## config.mk

```make
export PLATFORM = sky130hd
export DESIGN_NAME = hazard_scoreboard_flat
export DESIGN_NICKNAME = d
export VERILOG_FILES = /design/src/rtl/hazard_scoreboard_if.sv /design/src/rtl/hazard_scoreboard.sv /design/src/flat_wrapper.sv
export SDC_FILE = /design/constraint.sdc
export NUM_CORES = 1
export LEC_CHECK = 0
export CAP_MARGIN = 20
export CORE_ASPECT_RATIO = 0.9
export CORE_MARGIN = 1.5
export CORE_UTILIZATION = 60
export DETAILED_ROUTE_END_ITERATION = 12
export DONT_BUFFER_PORTS = 1
export PLACE_DENSITY_LB_ADDON = 0.2
export REMOVE_ABC_BUFFERS = 1
export SLEW_MARGIN = 20
export SYNTH_ARGS = -nofsm -noshare
export SYNTH_HDL_FRONTEND = slang
export SYNTH_SLANG_ARGS = --single-unit
```

## constraint.sdc

```tcl
create_clock -name clk -period 12.2 [get_ports clk]
set_clock_uncertainty 0.1 [all_clocks]
set_input_delay 2.44 -clock clk [delete_from_list [all_inputs] [get_ports clk]]
set_output_delay 2.44 -clock clk [all_outputs]
set_load 0.01 [all_outputs]
```

## src/rtl/hazard_scoreboard_if.sv

```systemverilog
`default_nettype none
// +----------------------------------------------------------------------------+
// | Module   : hazard_scoreboard_if                                            |
// | Purpose  : Decode/bypass/writeback/exception bundle for hazard_scoreboard.  |
// | Revision : 1.0                                                             |
// +----------------------------------------------------------------------------+
interface hazard_scoreboard_if #(
    parameter int ISSUE_W = 2,
    parameter int NBYP    = 3,
    parameter int NWB     = 2,
    parameter int CNT_W   = 16,
    parameter int SELW    = $clog2(NBYP + 1)
);
    logic [ISSUE_W-1:0]      dec_valid;
    logic [ISSUE_W*5-1:0]    dec_rs;
    logic [ISSUE_W*5-1:0]    dec_rt;
    logic [ISSUE_W-1:0]      dec_wr;
    logic [ISSUE_W*5-1:0]    dec_waddr;
    logic [ISSUE_W-1:0]      dec_long;
    logic [NBYP-1:0]         byp_valid;
    logic [NBYP*5-1:0]       byp_waddr;
    logic [NBYP-1:0]         byp_ready;
    logic [NWB-1:0]          wb_valid;
    logic [NWB*5-1:0]        wb_waddr;
    logic                    ext_stall;
    logic                    except_i;
    logic [31:0]             excepttype;
    logic [31:0]             epc;
    logic [ISSUE_W-1:0]      issue_mask;
    logic [ISSUE_W*SELW-1:0] fwd_rs;
    logic [ISSUE_W*SELW-1:0] fwd_rt;
    logic                    stall_dec;
    logic                    flush;
    logic                    redirect_vld;
    logic [31:0]             redirect_pc;
    logic [CNT_W-1:0]        stall_cnt;

    modport master (
        output dec_valid, dec_rs, dec_rt, dec_wr, dec_waddr, dec_long,
        output byp_valid, byp_waddr, byp_ready, wb_valid, wb_waddr,
        output ext_stall, except_i, excepttype, epc,
        input  issue_mask, fwd_rs, fwd_rt, stall_dec, flush,
        input  redirect_vld, redirect_pc, stall_cnt
    );

    modport slave (
        input  dec_valid, dec_rs, dec_rt, dec_wr, dec_waddr, dec_long,
        input  byp_valid, byp_waddr, byp_ready, wb_valid, wb_waddr,
        input  ext_stall, except_i, excepttype, epc,
        output issue_mask, fwd_rs, fwd_rt, stall_dec, flush,
        output redirect_vld, redirect_pc, stall_cnt
    );
endinterface
`default_nettype wire

```

## src/rtl/hazard_scoreboard.sv

```systemverilog
`default_nettype none
// +----------------------------------------------------------------------------+
// | Module   : hazard_scoreboard                                               |
// | Purpose  : Busy scoreboard, operand bypass select, bundle split, stall and  |
// |            exception redirect for a multi-issue decode stage.              |
// | Revision : 1.0                                                             |
// +----------------------------------------------------------------------------+
module hazard_scoreboard #(
    parameter int          ISSUE_W = 2,
    parameter int          NBYP    = 3,
    parameter int          NWB     = 2,
    parameter logic [31:0] EXC_VEC = 32'hBFC00380,
    parameter int          CNT_W   = 16
) (
    input  wire logic          clk,
    input  wire logic          resetn,
    hazard_scoreboard_if.slave bus
);
    localparam int SELW = $clog2(NBYP + 1);
    localparam logic [31:0] C_EXC_CODE_ERET = 32'h0000_000E;

    logic [31:0]             r_busy;
    logic [31:0]             w_busy_nxt;
    logic [31:0]             w_wb_clr;
    logic [31:0]             w_pend;
    logic [ISSUE_W-1:0]      w_haz;
    logic [ISSUE_W-1:0]      w_issue;
    logic [ISSUE_W*SELW-1:0] w_fwd_rs;
    logic [ISSUE_W*SELW-1:0] w_fwd_rt;
    logic                    w_ok;
    logic                    w_stall;
    logic                    r_redirect_vld;
    logic [31:0]             r_redirect_pc;
    logic [CNT_W-1:0]        r_stall_cnt;

    // Returns {hazard, select}; the lowest-index matching bypass wins.
    function automatic logic [SELW:0] lookup(
        input logic [4:0]        src,
        input logic [NBYP-1:0]   bv,
        input logic [NBYP*5-1:0] bw,
        input logic [NBYP-1:0]   br,
        input logic [31:0]       pend
    );
        logic [SELW:0] res;
        res = '0;
        if (src != 5'd0) begin
            res = {pend[src], {SELW{1'b0}}};
            for (int k = NBYP - 1; k >= 0; k--) begin
                if (bv[k] && (bw[k*5 +: 5] == src)) begin
                    res = br[k] ? {1'b0, SELW'(k + 1)} : {1'b1, {SELW{1'b0}}};
                end
            end
        end
        return res;
    endfunction

    always_comb begin
        w_wb_clr = '0;
        for (int p = 0; p < NWB; p++) begin
            if (bus.wb_valid[p]) begin
                w_wb_clr[bus.wb_waddr[p*5 +: 5]] = 1'b1;
            end
        end
    end

    // A writeback landing this cycle resolves the busy bit in time for decode.
    assign w_pend = r_busy & ~w_wb_clr;

    generate
        for (genvar s = 0; s < ISSUE_W; s++) begin : g_slot
            logic [SELW:0] w_lk_rs;
            logic [SELW:0] w_lk_rt;
            logic          w_intra;

            assign w_lk_rs = lookup(bus.dec_rs[s*5 +: 5], bus.byp_valid, bus.byp_waddr,
                                    bus.byp_ready, w_pend);
            assign w_lk_rt = lookup(bus.dec_rt[s*5 +: 5], bus.byp_valid, bus.byp_waddr,
                                    bus.byp_ready, w_pend);

            always_comb begin
                w_intra = 1'b0;
                for (int i = 0; i < s; i++) begin
                    if (bus.dec_valid[i] && bus.dec_wr[i] && (bus.dec_waddr[i*5 +: 5] != 5'd0) &&
                        ((bus.dec_waddr[i*5 +: 5] == bus.dec_rs[s*5 +: 5]) ||
                         (bus.dec_waddr[i*5 +: 5] == bus.dec_rt[s*5 +: 5]))) begin
                        w_intra = 1'b1;
                    end
                end
            end

            assign w_haz[s]                = w_lk_rs[SELW] | w_lk_rt[SELW] | w_intra;
            assign w_fwd_rs[s*SELW +: SELW] = w_lk_rs[SELW-1:0];
            assign w_fwd_rt[s*SELW +: SELW] = w_lk_rt[SELW-1:0];
        end
    endgenerate

    // Issue is a contiguous prefix: the first blocked slot blocks all younger ones.
    always_comb begin
        w_issue = '0;
        w_ok    = ~bus.ext_stall & ~bus.except_i;
        for (int s = 0; s < ISSUE_W; s++) begin
            w_ok       = w_ok & bus.dec_valid[s] & ~w_haz[s];
            w_issue[s] = w_ok;
        end
        w_stall = bus.ext_stall | (|(bus.dec_valid & ~w_issue));
    end

    // Sets are applied after clears so a younger long writer keeps its register busy.
    always_comb begin
        w_busy_nxt = r_busy & ~w_wb_clr;
        for (int s = 0; s < ISSUE_W; s++) begin
            if (w_issue[s] && bus.dec_wr[s] && bus.dec_long[s] &&
                (bus.dec_waddr[s*5 +: 5] != 5'd0)) begin
                w_busy_nxt[bus.dec_waddr[s*5 +: 5]] = 1'b1;
            end
        end
    end

    always_ff @(posedge clk or negedge resetn) begin
        if (!resetn) begin
            r_busy         <= '0;
            r_redirect_vld <= 1'b0;
            r_redirect_pc  <= EXC_VEC;
            r_stall_cnt    <= '0;
        end else begin
            if (bus.except_i) begin
                r_busy         <= '0;
                r_redirect_vld <= 1'b1;
                r_redirect_pc  <= (bus.excepttype == C_EXC_CODE_ERET) ? bus.epc : EXC_VEC;
            end else begin
                r_busy         <= w_busy_nxt;
                r_redirect_vld <= 1'b0;
            end
            if (w_stall && (r_stall_cnt != {CNT_W{1'b1}})) begin
                r_stall_cnt <= r_stall_cnt + 1'b1;
            end
        end
    end

    assign bus.issue_mask   = w_issue;
    assign bus.fwd_rs       = w_fwd_rs;
    assign bus.fwd_rt       = w_fwd_rt;
    assign bus.stall_dec    = w_stall;
    assign bus.flush        = bus.except_i;
    assign bus.redirect_vld = r_redirect_vld;
    assign bus.redirect_pc  = r_redirect_pc;
    assign bus.stall_cnt    = r_stall_cnt;
endmodule
`default_nettype wire

```

## src/flat_wrapper.sv

```systemverilog
// flat-port wrapper written by rule: the top's interface ports become plain ports
module hazard_scoreboard_flat 
#(
    parameter int          ISSUE_W = 2,
    parameter int          NBYP    = 3,
    parameter int          NWB     = 2,
    parameter logic [31:0] EXC_VEC = 32'hBFC00380,
    parameter int          CNT_W   = 16
)
  (clk, resetn, bus_dec_valid, bus_dec_rs, bus_dec_rt, bus_dec_wr, bus_dec_waddr, bus_dec_long, bus_byp_valid, bus_byp_waddr, bus_byp_ready, bus_wb_valid, bus_wb_waddr, bus_ext_stall, bus_except_i, bus_excepttype, bus_epc, bus_issue_mask, bus_fwd_rs, bus_fwd_rt, bus_stall_dec, bus_flush, bus_redirect_vld, bus_redirect_pc, bus_stall_cnt);
  hazard_scoreboard_if #(.ISSUE_W(ISSUE_W), .NBYP(NBYP), .NWB(NWB), .CNT_W(CNT_W)) bus_i ();
  input  wire logic clk;
  input  wire logic resetn;
  input wire logic [$bits(bus_i.dec_valid)-1:0] bus_dec_valid;
  input wire logic [$bits(bus_i.dec_rs)-1:0] bus_dec_rs;
  input wire logic [$bits(bus_i.dec_rt)-1:0] bus_dec_rt;
  input wire logic [$bits(bus_i.dec_wr)-1:0] bus_dec_wr;
  input wire logic [$bits(bus_i.dec_waddr)-1:0] bus_dec_waddr;
  input wire logic [$bits(bus_i.dec_long)-1:0] bus_dec_long;
  input wire logic [$bits(bus_i.byp_valid)-1:0] bus_byp_valid;
  input wire logic [$bits(bus_i.byp_waddr)-1:0] bus_byp_waddr;
  input wire logic [$bits(bus_i.byp_ready)-1:0] bus_byp_ready;
  input wire logic [$bits(bus_i.wb_valid)-1:0] bus_wb_valid;
  input wire logic [$bits(bus_i.wb_waddr)-1:0] bus_wb_waddr;
  input wire logic [$bits(bus_i.ext_stall)-1:0] bus_ext_stall;
  input wire logic [$bits(bus_i.except_i)-1:0] bus_except_i;
  input wire logic [$bits(bus_i.excepttype)-1:0] bus_excepttype;
  input wire logic [$bits(bus_i.epc)-1:0] bus_epc;
  output wire logic [$bits(bus_i.issue_mask)-1:0] bus_issue_mask;
  output wire logic [$bits(bus_i.fwd_rs)-1:0] bus_fwd_rs;
  output wire logic [$bits(bus_i.fwd_rt)-1:0] bus_fwd_rt;
  output wire logic [$bits(bus_i.stall_dec)-1:0] bus_stall_dec;
  output wire logic [$bits(bus_i.flush)-1:0] bus_flush;
  output wire logic [$bits(bus_i.redirect_vld)-1:0] bus_redirect_vld;
  output wire logic [$bits(bus_i.redirect_pc)-1:0] bus_redirect_pc;
  output wire logic [$bits(bus_i.stall_cnt)-1:0] bus_stall_cnt;
  assign bus_i.dec_valid = bus_dec_valid;
  assign bus_i.dec_rs = bus_dec_rs;
  assign bus_i.dec_rt = bus_dec_rt;
  assign bus_i.dec_wr = bus_dec_wr;
  assign bus_i.dec_waddr = bus_dec_waddr;
  assign bus_i.dec_long = bus_dec_long;
  assign bus_i.byp_valid = bus_byp_valid;
  assign bus_i.byp_waddr = bus_byp_waddr;
  assign bus_i.byp_ready = bus_byp_ready;
  assign bus_i.wb_valid = bus_wb_valid;
  assign bus_i.wb_waddr = bus_wb_waddr;
  assign bus_i.ext_stall = bus_ext_stall;
  assign bus_i.except_i = bus_except_i;
  assign bus_i.excepttype = bus_excepttype;
  assign bus_i.epc = bus_epc;
  assign bus_issue_mask = bus_i.issue_mask;
  assign bus_fwd_rs = bus_i.fwd_rs;
  assign bus_fwd_rt = bus_i.fwd_rt;
  assign bus_stall_dec = bus_i.stall_dec;
  assign bus_flush = bus_i.flush;
  assign bus_redirect_vld = bus_i.redirect_vld;
  assign bus_redirect_pc = bus_i.redirect_pc;
  assign bus_stall_cnt = bus_i.stall_cnt;
  hazard_scoreboard #(.ISSUE_W(ISSUE_W), .NBYP(NBYP), .NWB(NWB), .EXC_VEC(EXC_VEC), .CNT_W(CNT_W)) u_core (.clk(clk), .resetn(resetn), .bus(bus_i));
endmodule
```

==> metrics, run 1 <==
Synth cell types=75; 1st-pass router iterations=7; Setup CP Type=input port to primary output; EDFF count, synth=0; Die X=115 um; CP cell instances=or4b_1 > o221ai_1 > nor3_1 > or4_1 > o211ai_1 > and4b_1 > a211o_1 > a221oi_4 > inv_1; Hold WC Path Type=register to register; Synth Instances=807; Max Clock Freq=0.119 GHz; RR Endpoint=u_core.r_busy[29]; WHS Path Cells=1; routed via count=~7,000; Num Clock Sinks=81; RSZ-0062 raised after global routing=false; Setup crit start kind=input port; crit share post-route=68.7%; GRT overflow=0; core area=10,900 um2; Detailed Place HPWL=19.0 mm; clk_lat worst skew=0.35 ns; Hold WS=0.467 ns; area of the multi-input gates=4410 um2; hold path start=u_core.bus.stall_cnt[9]; CTS root buf=clkbuf_16; post-cts repair resize count=0; ANT cells=0; most common cell after layout, fill and taps aside=nor2_1; PwrDens=99.7 nW/um2; Final Setup Violations=0; drt wl/cell=about 28 um; CTS Buf Count=9; R2R cell count=9; Crit Path Max Fanout=16; die span in y=roughly 100 um; cts hold-fix bufs=0; Final Critical Period=8.38 ns; most frequent cells in the layout=nor2_1 (98), dfrtp_1 (69), xor2_1 (53), o21ai_0 (53), nand2_1 (48); slowest stage delay, CP=0.68 ns; detailed-route DRC error count=0; Post-DRT Antenna Nets=0; final worst slack=between 3 and 4 ns; vias per inst=7.63; Nets=901; clk slew on worst S/H paths=around 0.06 ns; GP Congestion=1.05; Max VDD drop=roughly 140 uV; CTS tree=yes; asr flop ratio synth=100%; Slew HR=22.1%; IO Pins=198; Reg2Reg Launch Point=u_core.r_busy[23]; vias in the first global route=roughly 6,400; first-pass GRT wire length=37.0 mm; Leak=2.53 nW; Sequential Area=2040 um2; register area share after synthesis=30.4%; total track usage=42.7%; setup_tns=0 ns; Worst-Margin Slew=1.16 ns; Post-Route WL=~26 mm; Ys Warns=0; Critical Path RT=9.66 ns; PortBufs=0; dpl ws=approximately 4.0 ns; Starting Density=61.9%; largest net degree at the start of global routing=82; flops & latches, synth=81; worst path arrival time=5.84 ns; initial antenna violation count=0; Die ar.=11,800 um2; Worst Hold Path EP=u_core.bus.stall_cnt[9]; H-tree depth=3; Detailed Route Iter0 Violations=1,276; Hold Fails Final Rpt=0; run status=complete, no violations; r2r setup slk=8.36 ns; CP max-delay cell=or4b_1; Fillers=911; max-cap violations=0; row cnt=36; share of cells above drive strength 1=8.20%; Layout area overhead=4.39%; Setup Buffers After CTS=0; syn_area_per_cell=8.33 um2; Crit. End Element=primary output; Mapped Area=just under 7000 um2; clock buffer depth=2; Most used DFF post-synth=dfrtp_1; Final Max Slew Viols=0
worst max path at each step:
stage          slack (ns)       startpoint             to
3_3_place_gp         4.02  bus_wb_waddr[2]  bus_stall_dec
5_1_grt              3.66  bus_wb_waddr[5]  bus_stall_dec
2_1_floorplan        4.35  bus_wb_waddr[2]  bus_stall_dec
6_report             3.82  bus_wb_waddr[5]  bus_stall_dec
4_1_cts              3.95  bus_wb_waddr[5]  bus_stall_dec
3_5_place_dp         3.97  bus_wb_waddr[5]  bus_stall_dec
per-stage QoR:
| stage | cells | power, mW | cell area (um2) | utilization, % |
|---|---|---|---|---|
| CTS | 920 | 0.698 | 7020 | 64.6 |
| detailed placement | 904 | 0.432 | 6720 | 61.9 |
| global placement | 904 | 0.426 | 6720 | 61.9 |
| floorplan | 749 | 0.404 | 6490 | - |
| finish | 920 | 0.699 | 7020 | 64.6 |
| global route | 920 | 0.725 | 7020 | 64.6 |
cells by family after synthesis:
| logic type | Yosys count | share of synthesized area, % |
|---|---|---|
| and+or+nand+nor | 327 | 26.0 |
| AOI/OAI and AO/OA | 222 | 24.6 |
| xor gates and xnor gates | 85 | 11.1 |
| DFF | 81 | 30.4 |
| buffers and inverters | 74 | 4.28 |
| muxes | 17 | 3.54 |
| adders and majority gates | 1 | 0.186 |
where the power goes:
group | switching [mW] | internal (mW) | total [mW]
Combinational | 0.0603 | 0.0515 | 0.112
Clock | 0.118 | 0.148 | 0.266
Sequential | 0.0345 | 0.287 | 0.321
registers in the layout, indices dropped and copies added (netlist names):
signal,flops
u_core.bus.redirect_vld,1
u_core.bus.redirect_pc,32
u_core.bus.stall_cnt,16
u_core.r_busy,32
cell usage after synthesis (4+ instances only):
| master | count | share of area [%] |
|---|---|---|
| nor4_1 | 23 | 2.1 |
| nand2b_1 | 18 | 1.7 |
| nand2_1 | 48 | 2.7 |
| clkbuf_1 | 46 | 2.6 |
| o21ai_0 | 53 | 3.9 |
| nand4bb_1 | 6 | 1.0 |
| nor2_1 | 98 | 5.5 |
| a22o_1 | 20 | 2.6 |
| xnor2_1 | 32 | 4.2 |
| o2111ai_1 | 4 | 0.52 |
| o32ai_1 | 8 | 1.0 |
| and3_1 | 13 | 1.2 |
| or3_1 | 8 | 0.74 |
| dfrtp_1 | 69 | 26 |
| o22ai_1 | 11 | 1.0 |
| or2_2 | 15 | 1.4 |
| dfstp_2 | 12 | 4.7 |
| o31ai_1 | 4 | 0.45 |
| xor2_1 | 53 | 6.9 |
| mux4_2 | 5 | 1.7 |
| nand4b_1 | 9 | 1.2 |
| o221ai_1 | 35 | 4.6 |
| nor2b_1 | 12 | 1.1 |
| nand4_1 | 10 | 0.93 |
| buf_1 | 8 | 0.45 |
| o22a_1 | 14 | 1.8 |
| a21oi_1 | 11 | 0.82 |
| nor3b_1 | 6 | 0.67 |
| o21bai_1 | 5 | 0.56 |
| o211ai_1 | 5 | 0.56 |
| nor3_1 | 24 | 1.8 |
| inv_1 | 16 | 0.89 |
| mux2i_1 | 8 | 1.2 |
| nand3_1 | 19 | 1.4 |
| a31oi_1 | 16 | 1.5 |
layer usage:
metal,track usage (%),up-vias,routed length (um),part of all wire (%)
li1,-,2948,-,-
met1,55.7,3294,9120,35
met2,66.4,658,11500,45
met3,13.5,122,3900,15
met4,17.2,0,1230,4.8
met5,2.08,-,0,0
area by class of cell:
| class | count | share of cell area (%) |
|---|---|---|
| sequential | 81 | 29.1 |
| clock inverter | 6 | 0.803 |
| clock buffer | 10 | 3.41 |
| timing repair buffer | 3 | 0.321 |
| multi-input combinational | 652 | 62.8 |
| inverter | 16 | 0.856 |
| tap | 152 | 2.71 |
worst max-delay path, delay by kind of cell:
kind	cells	cell delay, ns
buffers and inverters	1	0.18
and+or+nand+nor	4	1.44
AOI/OAI and AO/OA	4	1.77
Power figures use the tool's default switching activity.
==> run 2, diff against run 1 <==
Settings changed: CORE_UTILIZATION 60 to 59.
Clock period 12.2 ns to 7.2 ns, I/O delays scaled along.
==> run 2 against run 1 <==
Net effect: via count is 0.33% lower; first-iteration DRC count is 8.0% lower; critical path depth is 1 higher; clock power is 65% higher; sequential cell count stayed put; worst setup slack worse by 2.8 ns; die area is 1.6% higher; cell area is 0.73% higher; largest cell class unchanged; highest routed layer unchanged.
==> metrics, run 2 (synthesis results as in run 1) <==
share of cells above drive strength 1=9.03%; crit share post-route=85.3%; drt wl/cell=about 28 um; most frequent cells in the layout=nor2_1 (98), dfrtp_1 (69), xor2_1 (53), o21ai_0 (53), nand2_1 (48); CTS tree=yes; Max VDD drop=175 uV; Setup crit start kind=input port; RR Endpoint=u_core.r_busy[29]; die span in y=104 um; Layout area overhead=5.16%; largest net degree at the start of global routing=82; clk slew on worst S/H paths=0.06 ns; Detailed Place HPWL=19.4 mm; CTS Buf Count=9; Max Clock Freq=0.163 GHz; core area=~11,000 um2; setup_tns=0 ns; R2R cell count=9; CTS root buf=clkbuf_16; Final Critical Period=6.14 ns; row cnt=36; design area=7070 um2; post-cts repair resize count=0; Crit Path Max Fanout=16; Setup Buffers After CTS=0; CP max-delay cell=o221ai_1; cts hold-fix bufs=0; Post-Route WL=25.7 mm; Reg2Reg Launch Point=u_core.r_busy[24]; Hold Fails Final Rpt=0; worst path arrival time=between 4 and 5 ns; PwrDens=165 nW/um2; Final Max Slew Viols=0; total track usage=around 43%; clk_lat worst skew=approximately 0.33 ns; CP cell instances=or4bb_1 > o221ai_1 > o22ai_1 > or3_1 > a311oi_1 > o32ai_1 > a211o_1 > a221oi_4 > buf_4 > inv_1; final worst slack=1.06 ns; routed via count=6,999; initial antenna violation count=1; 1st-pass router iterations=8; max-cap violations=0; Leak=2.56 nW; Final Setup Violations=0; vias in the first global route=~6,600; r2r setup slk=3.31 ns; most common cell after layout, fill and taps aside=nor2_1; dpl ws=1.14 ns; GRT overflow=0; Die ar.=12,000 um2; Post-DRT Antenna Nets=0; hold path start=u_core.bus.stall_cnt[9]; PortBufs=0; RSZ-0062 raised after global routing=false; Nets=908; Detailed Route Iter0 Violations=between 1,000 and 1,500; Worst-Margin Slew=1.05 ns; WHS Path Cells=1; GP Congestion=1.11; total power=1.17 mW; IO Pins=198; Num Clock Sinks=slightly above 80; Starting Density=61.4%; clock buffer depth=2; Hold WC Path Type=register to register; detailed-route DRC error count=0; H-tree depth=3; Worst Hold Path EP=u_core.bus.stall_cnt[9]; slowest stage delay, CP=0.58 ns; Slew HR=30.2%; vias per inst=7.54; Crit. End Element=primary output; run status=complete, no violations; first-pass GRT wire length=38.8 mm; placed cell areas=6770 um2; Critical Path RT=5.66 ns; Die X=115 um; Setup CP Type=input port to primary output
run 2: cell count changes in the layout (fill, tap and decap cells not counted):
cell / change
buf_4: +7
clkbuf_8: +1
clkinv_2: +1
clkinv_4: +1
diode_2: +1
inv_6: -1
inv_8: -2
run 2: worst max path at each step:
stage,slack (ns),cells after the start,start,endpoint
after floorplan,1.35,9,bus_wb_waddr[2],bus_stall_dec
after global placement,1.20,10,bus_wb_waddr[2],bus_stall_dec
after detailed placement,1.14,10,bus_wb_waddr[2],bus_stall_dec
after CTS,1.13,10,bus_wb_waddr[2],bus_stall_dec
after global routing,0.94,10,bus_wb_waddr[2],bus_stall_dec
final,1.06,10,bus_wb_waddr[2],bus_stall_dec
run 2: stage by stage:
stage	cells	util [%]	hold slack [ns]
global placement	911	61.9	0.441
CTS	927	64.5	0.456
global route	928	64.6	0.484
detailed placement	911	61.9	0.442
floorplan	749	-	0.415
finish	928	64.6	0.455
run 2: final cells by class:
class / instances / area, um2
antenna: 1 / 2.50
clock buffer: 11 / 253
clock inverter: 5 / 38.8
fill: 928 / 3880
inverter: 16 / 60.1
multi-input combinational: 652 / 4410
sequential: 81 / 2040
tap: 152 / 190
timing repair buffer: 10 / 75.1
run 2: routing by layer:
| layer | GRT usage [%] | share of wire, % | up-vias |
|---|---|---|---|
| met4 | 17.9 | 4.8 | 0 |
| met2 | 64.3 | 44 | 596 |
| met5 | 0 | 0 | - |
| met1 | 56.7 | 36 | 3334 |
| met3 | 14.6 | 15 | 107 |
| li1 | - | - | 2962 |
run 2: critical path: cells and delay by family:
family | cells | cell delay, ns
compound gates | 6 | 1.91
simple gates | 2 | 0.90
buf+inv | 2 | 0.34
run 2: where the power goes:
part | leakage [nW] | internal, mW | switching [mW]
Clock | 0.142 | 0.254 | 0.185
Combinational | 1.38 | 0.0874 | 0.0979
Sequential | 1.04 | 0.487 | 0.0566
==> run 3, diff against run 2 <==
Settings changed: PLACE_DENSITY set to 0.78, PLACE_DENSITY_LB_ADDON 0.2 to not set, REMOVE_ABC_BUFFERS 1 to not set.
==> run 3 against run 2 <==
Net effect: first-iteration DRC count increased by 10%; power decreased by 1.1%; critical path depth unchanged; sequential share of layout area increased by 0.082 points; cell count increased by 0.11%; register-to-register slack improved by 0.12 ns; clock-buffer cell count increased by 3; worst setup slack improved by 0.026 ns; non-clock buffer count unchanged; wire length increased by 2.2%; combinational power increased by 3%; critical path type unchanged; largest power group unchanged.
==> metrics, run 3 (synthesis results as in run 1) <==
1st-pass router iterations=6; Sequential Area=2040 um2; Setup CP Type=input port to primary output; r2r setup slk=3.43 ns; Final Max Slew Viols=0; CTS root buf=clkbuf_16; setup_tns=0 ns; Crit. End Element=primary output; Starting Density=61.4%; Final Setup Violations=0; RR Endpoint=u_core.r_busy[19]; Setup crit start kind=input port; clock buffer depth=2; clk slew on worst S/H paths=0.06 ns; area of the multi-input gates=4400 um2; largest net degree at the start of global routing=82; PortBufs=0; GP Congestion=about 1.0; crit share post-route=84.9%; core area=10,900 um2; die span in y=104 um; worst path arrival time=4.58 ns; total track usage=43.6%; H-tree depth=3; CP delay by family, top=compound AO/OA/AOI/OAI gates; most frequent cells in the layout=nor2_1 (98), dfrtp_1 (69), xor2_1 (53), o21ai_0 (53), nand2_1 (48); Layout area overhead=4.86%; vias in the first global route=between 6,000 and 7,000; Crit path depth=10; Critical Path RT=5.66 ns; Hold WC Path Type=register to register; Nets=908; Slew HR=26.2%; Fillers=937; Max VDD drop=about 160 uV; most common cell after layout, fill and taps aside=nor2_1; Post-Route WL=26.3 mm; Die X=115 um; initial antenna violation count=3; hold path start=u_core.bus.stall_cnt[9]; GRT overflow=0; routed via count=between 7,000 and 8,000; max-cap violations=0; CP cell instances=or4bb_1 > o21ai_0 > o21bai_1 > mux4_2 > o2111ai_1 > and4b_1 > a211o_1 > a221oi_4 > buf_4 > inv_1; Reg2Reg Launch Point=u_core.r_busy[24]; CP startpoint=bus_wb_waddr[2]; R2R cell count=9; Hold Fails Final Rpt=0; CTS Buf Count=9; Detailed Place HPWL=19.5 mm; clk_lat worst skew=0.33 ns; Setup Buffers After CTS=0; share of cells above drive strength 1=8.65%; cts hold-fix bufs=0; RSZ-0062 raised after global routing=false; vias per inst=approximately 7.7; post-cts repair resize count=0; Worst-Margin Slew=approximately 1.1 ns; Synth Net Count=approximately 950; CP max-delay cell=or4bb_1; first-pass GRT wire length=39.1 mm; detailed-route DRC error count=0; Detailed Route Iter0 Violations=1,296; Final Critical Period=6.12 ns; Max Clock Freq=approximately 0.16 GHz; slowest stage delay, CP=0.60 ns; Final Util=64.4%; Post-DRT Antenna Nets=0; run status=complete, no violations; Leak=2.56 nW; Worst Path Buf+Inv=2; CP endpoint=bus_stall_dec; Crit Path Max Fanout=16; CTS tree=yes; row cnt=36; drt wl/cell=28.3 um; PwrDens=164 nW/um2; Num Clock Sinks=81; Die ar.=between 10,000 and 15,000 um2; IO Pins=198
[run 3: where the power goes]
part	total (mW)	switching, mW	internal (mW)
logic	0.191	0.102	0.0883
registers	0.543	0.0558	0.487
clock network	0.421	0.168	0.253
total	1.15	0.327	0.828
[run 3: how the worst min path moves through the flow]
stage                                         end  slack [ns]  depth (start not counted)
after floorplan           u_core.bus.stall_cnt[9]        0.41                          1
after global placement    u_core.bus.stall_cnt[9]        0.44                          1
after detailed placement  u_core.bus.stall_cnt[9]        0.44                          1
after CTS                 u_core.bus.stall_cnt[9]        0.45                          1
after global routing      u_core.bus.stall_cnt[9]        0.47                          1
final                     u_core.bus.stall_cnt[9]        0.45                          1
[run 3: area by class of cell]
type / instances / area share, %
multi-input combinational: 652 / 62.4
sequential: 81 / 29.0
clock buffer: 14 / 3.75
tap: 152 / 2.70
timing repair buffer: 10 / 1.07
inverter: 16 / 0.852
clock inverter: 2 / 0.195
antenna: 2 / 0.0710
[run 3: through the flow]
stage	power [mW]	hold slack, ns	instances	setup WS [ns]	instance area [um2]
6_report	1.15	0.453	929	1.08	7050
5_1_grt	1.20	0.473	929	0.954	7050
4_1_cts	1.15	0.448	927	1.16	7040
3_5_place_dp	0.734	0.436	911	1.19	6760
3_3_place_gp	0.723	0.440	911	1.20	6760
2_1_floorplan	0.712	0.415	807	1.27	6720
[run 3: layer usage]
metal | share of wire [%] | vias up | track usage, %
met5 | 0 | - | 0
met4 | 5.2 | 0 | 18.4
met3 | 15 | 116 | 14.0
met2 | 44 | 635 | 64.9
met1 | 36 | 3412 | 58.1
li1 | - | 2970 | -
